### config.mk
export PLATFORM = sky130hd
export DESIGN_NAME = shift_reg_serializer_flat
export DESIGN_NICKNAME = d
export VERILOG_FILES = /design/src/rtl/shift_reg_serializer_pkg.sv /design/src/rtl/shift_reg_serializer_if.sv /design/src/rtl/shift_reg_counter.sv /design/src/rtl/shift_reg_serializer.sv /design/src/flat_wrapper.sv
export SDC_FILE = /design/constraint.sdc
export NUM_CORES = 1
export LEC_CHECK = 0
export ABC_CLOCK_PERIOD_IN_PS = 1840
export BUFFER_PORTS_ARGS = -buffer_cell sky130_fd_sc_hd__buf_2
export CAP_MARGIN = 20
export CORE_MARGIN = 4
export CORE_UTILIZATION = 35
export DETAILED_ROUTE_END_ITERATION = 10
export PLACE_DENSITY = 0.67
export SKIP_CTS_REPAIR_TIMING = 1
export SLEW_MARGIN = 40
export SYNTH_ARGS = -nofsm -noshare
export SYNTH_HDL_FRONTEND = slang
export SYNTH_HIERARCHICAL = 1
export SYNTH_SLANG_ARGS = --single-unit
### constraint.sdc
create_clock -name clk -period 1.84 [get_ports clk]
set_clock_uncertainty 0.15 [all_clocks]
set_input_delay 0.368 -clock clk [delete_from_list [all_inputs] [get_ports clk]]
set_output_delay 0.368 -clock clk [all_outputs]
set_load 0.02 [all_outputs]
### src/rtl/shift_reg_serializer_pkg.sv
`default_nettype none
// +--------------------------------------------------------------------+
// | Package : shift_reg_pkg                                            |
// | Shared types and constants for the parallel-in/serial-out shifter  |
// | and the serial blocks that reuse its bit counter.                  |
// | Revision: 1.0 - initial release                                    |
// +--------------------------------------------------------------------+
package shift_reg_pkg;

   // Shifter states: waiting for a word, or streaming one out
   typedef enum logic [0:0] {
      IDLE  = 1'b0,
      SHIFT = 1'b1
   } shift_state_t;

   // Shift direction selectors for the LSB_FIRST parameter
   localparam int SHIFT_MSB_FIRST = 0;
   localparam int SHIFT_LSB_FIRST = 1;

   // Counter width able to hold every value 0..w inclusive
   function automatic int cnt_width(input int w);
      return $clog2(w + 1);
   endfunction

endpackage : shift_reg_pkg
`default_nettype wire

### src/rtl/shift_reg_serializer_if.sv
`default_nettype none
// +--------------------------------------------------------------------+
// | Interface : shift_reg_serializer_if                                |
// | Load handshake and serial output bundle of the shifter.            |
// | The slave modport is the shifter side, master is the word source.  |
// | Revision: 1.0 - initial release                                    |
// +--------------------------------------------------------------------+
interface shift_reg_serializer_if
   import shift_reg_pkg::*;
#(
   parameter int WIDTH = 8
) ();

   localparam int CW = cnt_width(WIDTH);

   logic [WIDTH-1:0] load_data;
   logic             load_valid;
   logic             load_ready;
   logic             shift_enable;
   logic             data_out;
   logic             busy;
   logic             done;
   logic [CW-1:0]    bits_left;

   modport master (
      output load_data, load_valid, shift_enable,
      input  load_ready, data_out, busy, done, bits_left
   );

   modport slave (
      input  load_data, load_valid, shift_enable,
      output load_ready, data_out, busy, done, bits_left
   );

endinterface : shift_reg_serializer_if
`default_nettype wire

### src/rtl/shift_reg_counter.sv
`default_nettype none
// +--------------------------------------------------------------------+
// | Module : shift_reg_counter                                         |
// | Loadable down-counter that saturates at zero, with last (==1) and  |
// | zero flags. Shared by the serial blocks to track bits remaining.   |
// | Revision: 1.0 - initial release                                    |
// +--------------------------------------------------------------------+
module shift_reg_counter #(
   parameter int CW = 4
) (
   input  wire logic          clk,
   input  wire logic          rst_n,
   input  wire logic          load,
   input  wire logic [CW-1:0] load_value,
   input  wire logic          dec,
   output logic      [CW-1:0] count,
   output logic               last,
   output logic               zero
);

   logic [CW-1:0] r_count;

   // Load has priority over decrement; decrement stops at zero
   always_ff @(posedge clk or negedge rst_n) begin
      if (!rst_n) begin
         r_count <= '0;
      end else if (load) begin
         r_count <= load_value;
      end else if (dec && (r_count != '0)) begin
         r_count <= r_count - CW'(1);
      end
   end

   assign count = r_count;
   assign last  = (r_count == CW'(1));
   assign zero  = (r_count == '0);

endmodule : shift_reg_counter
`default_nettype wire

### src/rtl/shift_reg_serializer.sv
`default_nettype none
// +--------------------------------------------------------------------+
// | Module : shift_reg_serializer                                      |
// | Parametrised parallel-in/serial-out shifter with valid/ready load, |
// | bit counter and a one-cycle done pulse. Words stream back-to-back  |
// | with no idle bit when the next word is offered on the last shift.  |
// | Option macro SHIFT_REG_SERIAL_IN_EN adds serial_in (shift fill)    |
// | and parallel_out (register contents) for simultaneous SIPO use.    |
// | Revision: 1.0 - initial release                                    |
// +--------------------------------------------------------------------+
module shift_reg_serializer
   import shift_reg_pkg::*;
#(
   parameter int WIDTH     = 8,
   parameter int LSB_FIRST = SHIFT_MSB_FIRST
) (
   input  wire logic             clk,
   input  wire logic             rst_n,
`ifdef SHIFT_REG_SERIAL_IN_EN
   input  wire logic             serial_in,
   output logic      [WIDTH-1:0] parallel_out,
`endif
   shift_reg_serializer_if.slave bus
);

   localparam int CW = cnt_width(WIDTH);

   shift_state_t     r_state;
   shift_state_t     w_state_nxt;
   logic [WIDTH-1:0] r_shreg;
   logic             r_done;
   logic [CW-1:0]    w_count;
   logic             w_cnt_last;
   logic             w_cnt_zero;
   logic             w_shift;
   logic             w_last_shift;
   logic             w_load_ready;
   logic             w_load;
   logic             w_fill;

`ifdef SHIFT_REG_SERIAL_IN_EN
   assign w_fill       = serial_in;
   assign parallel_out = r_shreg;
`else
   assign w_fill       = 1'b0;
`endif

   // A shift only happens while a word is in flight; the last one frees the slot
   assign w_shift      = (r_state == SHIFT) && bus.shift_enable;
   assign w_last_shift = w_shift && w_cnt_last;
   assign w_load_ready = (r_state == IDLE) || w_last_shift;
   assign w_load       = bus.load_valid && w_load_ready;

   shift_reg_counter #(
      .CW (CW)
   ) u_counter (
      .clk        (clk),
      .rst_n      (rst_n),
      .load       (w_load),
      .load_value (CW'(WIDTH)),
      .dec        (w_shift),
      .count      (w_count),
      .last       (w_cnt_last),
      .zero       (w_cnt_zero)
   );

   // State register
   always_ff @(posedge clk or negedge rst_n) begin
      if (!rst_n) begin
         r_state <= IDLE;
      end else begin
         r_state <= w_state_nxt;
      end
   end

   // Next state: a load always (re)enters SHIFT, otherwise the last shift ends the word
   always_comb begin
      w_state_nxt = r_state;
      case (r_state)
         IDLE: begin
            if (w_load) begin
               w_state_nxt = SHIFT;
            end
         end
         SHIFT: begin
            if (w_load) begin
               w_state_nxt = SHIFT;
            end else if (w_last_shift || w_cnt_zero) begin
               // Zero count in SHIFT is unreachable; returning to IDLE avoids a stuck busy
               w_state_nxt = IDLE;
            end
         end
         default: w_state_nxt = IDLE;
      endcase
   end

   // Shift register: a new word overrides the shift of the old word's last bit
   always_ff @(posedge clk or negedge rst_n) begin
      if (!rst_n) begin
         r_shreg <= '0;
      end else if (w_load) begin
         r_shreg <= bus.load_data;
      end else if (w_shift) begin
         if (LSB_FIRST == SHIFT_LSB_FIRST) begin
            r_shreg <= {w_fill, r_shreg[WIDTH-1:1]};
         end else begin
            r_shreg <= {r_shreg[WIDTH-2:0], w_fill};
         end
      end
   end

   // Completion pulse follows every last shift, including back-to-back reloads
   always_ff @(posedge clk or negedge rst_n) begin
      if (!rst_n) begin
         r_done <= 1'b0;
      end else begin
         r_done <= w_last_shift;
      end
   end

   assign bus.load_ready = w_load_ready;
   assign bus.busy       = (r_state == SHIFT);
   assign bus.done       = r_done;
   assign bus.bits_left  = w_count;
   assign bus.data_out   = (r_state == SHIFT) ?
                           ((LSB_FIRST == SHIFT_LSB_FIRST) ? r_shreg[0] : r_shreg[WIDTH-1]) :
                           1'b0;

endmodule : shift_reg_serializer
`default_nettype wire

### src/flat_wrapper.sv
// flat-port wrapper written by rule: the top's interface ports become plain ports
module shift_reg_serializer_flat import shift_reg_pkg::*;
#(
   parameter int WIDTH     = 8,
   parameter int LSB_FIRST = SHIFT_MSB_FIRST
)
  (clk, rst_n, bus_load_data, bus_load_valid, bus_shift_enable, bus_load_ready, bus_data_out, bus_busy, bus_done, bus_bits_left);
  shift_reg_serializer_if #(.WIDTH(WIDTH)) bus_i ();
  input  wire logic clk;
  input  wire logic rst_n;
  input wire logic [$bits(bus_i.load_data)-1:0] bus_load_data;
  input wire logic [$bits(bus_i.load_valid)-1:0] bus_load_valid;
  input wire logic [$bits(bus_i.shift_enable)-1:0] bus_shift_enable;
  output wire logic [$bits(bus_i.load_ready)-1:0] bus_load_ready;
  output wire logic [$bits(bus_i.data_out)-1:0] bus_data_out;
  output wire logic [$bits(bus_i.busy)-1:0] bus_busy;
  output wire logic [$bits(bus_i.done)-1:0] bus_done;
  output wire logic [$bits(bus_i.bits_left)-1:0] bus_bits_left;
  assign bus_i.load_data = bus_load_data;
  assign bus_i.load_valid = bus_load_valid;
  assign bus_i.shift_enable = bus_shift_enable;
  assign bus_load_ready = bus_i.load_ready;
  assign bus_data_out = bus_i.data_out;
  assign bus_busy = bus_i.busy;
  assign bus_done = bus_i.done;
  assign bus_bits_left = bus_i.bits_left;
  shift_reg_serializer #(.WIDTH(WIDTH), .LSB_FIRST(LSB_FIRST)) u_core (.clk(clk), .rst_n(rst_n), .bus(bus_i));
endmodule
==> results.toml <==
[timing]
final_min_period_over_clock_period = 1.056
clock.fmax_ghz = 0.5144
finalHoldViolations = 0
setup_viol_count_final = 1
grt_setup_unrepaired = "yes"
final_max_slew_viol_count = 0
finalWorstSetupSlack_ps = -103.9
post-route-min-period_ps = 1944
fin_worst_hold_slack_ps = 157.7

[clock_network]
clock_insertion_delay_worst_skew_ps = 280
ctsRootBufferMaster = "sky130_fd_sc_hd__clkbuf_4"
cts-root-to-sink-buffers = 2
cts_tree = "built"
cts.reportedPaths.clkPinSlew_ps = 90
htree_levels = 1
numCtsBuffers = 3
cts.sinks = 14

[placement]
placed_area_um2 = 960.9
io_buffers = 19
dp_hpwl_um = 1120
place_congestion = 0.7303
placedCellCount = 117

[yosys]
mean_post_synth_cell_area_um2 = 11.86
ys_seq_elements = 14
post_synth_instance_area_um2 = 794.5
synth.top_cells.by_area = "sky130_fd_sc_hd__dfrtp_1, sky130_fd_sc_hd__mux2_4, sky130_fd_sc_hd__mux2_2, sky130_fd_sc_hd__inv_1, sky130_fd_sc_hd__ha_1"
synth.distinct_cells = 26
synth_cells = 67
ys.warnings.count = 6
synthDominantAreaCellType = "sky130_fd_sc_hd__dfrtp_1"
synth.top_cell.area_share = 0.4409
synth_sequential_area_ratio = 0.4409

[setup_path]
crit_arrival_ps = 1430
critPathKind = "reg -> out"
sort_of_element_at_the_end_of_the_critical_path = "output port"
data_required_time_at_the_worst_endpoint_ps = 1320
crit_path_max_fanout = 4
setup.worst_path.start_class = "flop"

[global_route]
grt_max_degree = 15
grt_use_total = 0.1036
grt_antenna_before_repair = 0
overflow = 0
grt_pass1_wl_um = 2546
grt_pass1_vias = 570

[floorplan]
design.die.area_um2 = 3096
initial_core_util = 0.3853
i_o_pin_cnt = 20
die_y_um = 55.65
core-area_um2 = 2062
number_of_standard_cell_rows_in_the_floorplan = 16
die_width_um = 55.65

[final_layout]
n_antenna_cell = 0
final_cell_mix = "sky130_fd_sc_hd__buf_2, sky130_fd_sc_hd__dfrtp_1, sky130_fd_sc_hd__buf_4, sky130_fd_sc_hd__mux2_4"
finalInstanceArea_um2 = 1080
utilization = 0.5237
layout-drive-gt1-share = 0.6139
layout_nets = 116
layout_commonest_cell = "sky130_fd_sc_hd__buf_2"
num-fill-cells = 193
flow.area_growth_from_synthesis_pct = 35.91
final_cell_count_no_fill = 128

[power_and_ir_drop]
p_leak_nw = 0.5398
highest_ir_drop_seen_on_vdd_mv = 0.7056
report.power.total_mw = 1.771
p_per_area_nw_per_um2 = 1640

[drt]
drt-total-wl_um = 1530
route.detailed.drc = 0
detail_route.wl_per_cell_um = 11.95
detailedRoute.firstIterationViolations = 1
antenna_violating_nets_post_route = 0
drt_pass1_iterations = 2
num_vias = 586
drt-vias-per-instance = 4.578

[run_status]
status = "finished, violations left"
violations = "setup timing"

[run]
max_cap_viol_count = 0

[hold_path]
worst_hold_path_type = "in -> reg"
==> cell type report <==
| type | count | area, um2 | share of cell area |
|---|---|---|---|
| Multi-Input combinational cell | 48 | 464.2 | 0.4299 |
| Clock buffer | 4 | 26.28 | 0.02433 |
| Sequential cell | 14 | 354.1 | 0.3279 |
| Tap cell | 27 | 33.78 | 0.03129 |
| Inverter | 7 | 30.03 | 0.02781 |
| Timing Repair Buffer | 28 | 171.4 | 0.1587 |
==> registers in the layout (all words and copies together) (netlist names) <==
name	count
u_core/bus.busy	1
u_core/bus.done	1
u_core/u_counter/count	4
u_core/r_shreg	8
==> layer usage <==
| layer | vias to the layer above | GRT usage | routed length (um) |
|---|---|---|---|
| li1 | 299 | - | - |
| met1 | 271 | 0.1261 | 667 |
| met2 | 12 | 0.1723 | 776 |
| met3 | 4 | 0.02088 | 58 |
| met4 | 0 | 0.05208 | 27 |
| met5 | - | 0 | 0 |
==> worst max-delay path: stages (launching register included) <==
cell,delay [ps]
sky130_fd_sc_hd__dfrtp_2,440
sky130_fd_sc_hd__inv_2,90
sky130_fd_sc_hd__ha_4,120
sky130_fd_sc_hd__nor3b_4,180
sky130_fd_sc_hd__a21bo_4,200
sky130_fd_sc_hd__buf_6,130
==> metrics by stage <==
step,setup WS (ps),TNS [ps]
6_report,-103.9,-103.9
5_1_grt,-175.2,-208.0
4_1_cts,-221.7,-328.7
3_5_place_dp,-58.24,-70.38
3_3_place_gp,-38.50,-38.50
2_1_floorplan,23.23,0
==> cell usage after synthesis <==
cell	n
sky130_fd_sc_hd__mux2_1	2
sky130_fd_sc_hd__a21oi_1	3
sky130_fd_sc_hd__nand2_8	1
sky130_fd_sc_hd__or4b_1	1
sky130_fd_sc_hd__nand2_4	1
sky130_fd_sc_hd__mux2i_1	1
sky130_fd_sc_hd__dfrtp_1	14
sky130_fd_sc_hd__nor3b_1	1
sky130_fd_sc_hd__conb_1	2
sky130_fd_sc_hd__or3_1	1
sky130_fd_sc_hd__mux2_4	7
sky130_fd_sc_hd__nand2_1	5
sky130_fd_sc_hd__mux2_2	5
sky130_fd_sc_hd__and3_2	1
sky130_fd_sc_hd__and2_2	1
sky130_fd_sc_hd__inv_1	7
sky130_fd_sc_hd__ha_1	2
sky130_fd_sc_hd__a31oi_1	1
sky130_fd_sc_hd__a2bb2oi_2	1
sky130_fd_sc_hd__and4b_1	1
sky130_fd_sc_hd__nor2_1	1
sky130_fd_sc_hd__nand3_1	1
sky130_fd_sc_hd__or3b_2	1
sky130_fd_sc_hd__a21bo_2	1
sky130_fd_sc_hd__o21ai_0	4
sky130_fd_sc_hd__a21o_2	1
==> report_power, final <==
group / internal, mW / total, mW / switching, mW
clock: 0.0840 / 0.182 / 0.0980
combinational: 0.559 / 1.00 / 0.441
sequential: 0.461 / 0.589 / 0.127
total: 1.10 / 1.77 / 0.666
==> logic make-up after synthesis <==
group           after synthesis  share of synthesized area
compound gates               11                    0.09449
mux                          15                     0.2441
fa+ha+maj                     2                    0.03149
simple gates                 16                     0.1465
buf+inv                       7                    0.03308
flops                        14                     0.4409
other cells                   2                   0.009452
==> worst paths after layout <==
| kind | from | cells past startpoint | slack (ps) | to |
|---|---|---|---|---|
| max in group asynchronous | rst_n | 2 | 920 | u_core/bus.busy$_DFF_PN0_ |
| max reg2reg | u_core/u_counter/count[0]$_DFFE_PN0P_ | 6 | 50 | u_core/u_counter/count[0]$_DFFE_PN0P_ |
| min | bus_load_data[0] | 3 | 160 | u_core/r_shreg[0]$_DFFE_PN0P_ |
| min reg2reg | u_core/r_shreg[0]$_DFFE_PN0P_ | 2 | 390 | u_core/r_shreg[0]$_DFFE_PN0P_ |
| min in group asynchronous | rst_n | 2 | 350 | u_core/r_shreg[1]$_DFFE_PN0P_ |
| max | u_core/u_counter/count[1]$_DFFE_PN0P_ | 5 | -100 | bus_load_ready |
Note: power is estimated with default switching activity, not from simulation.
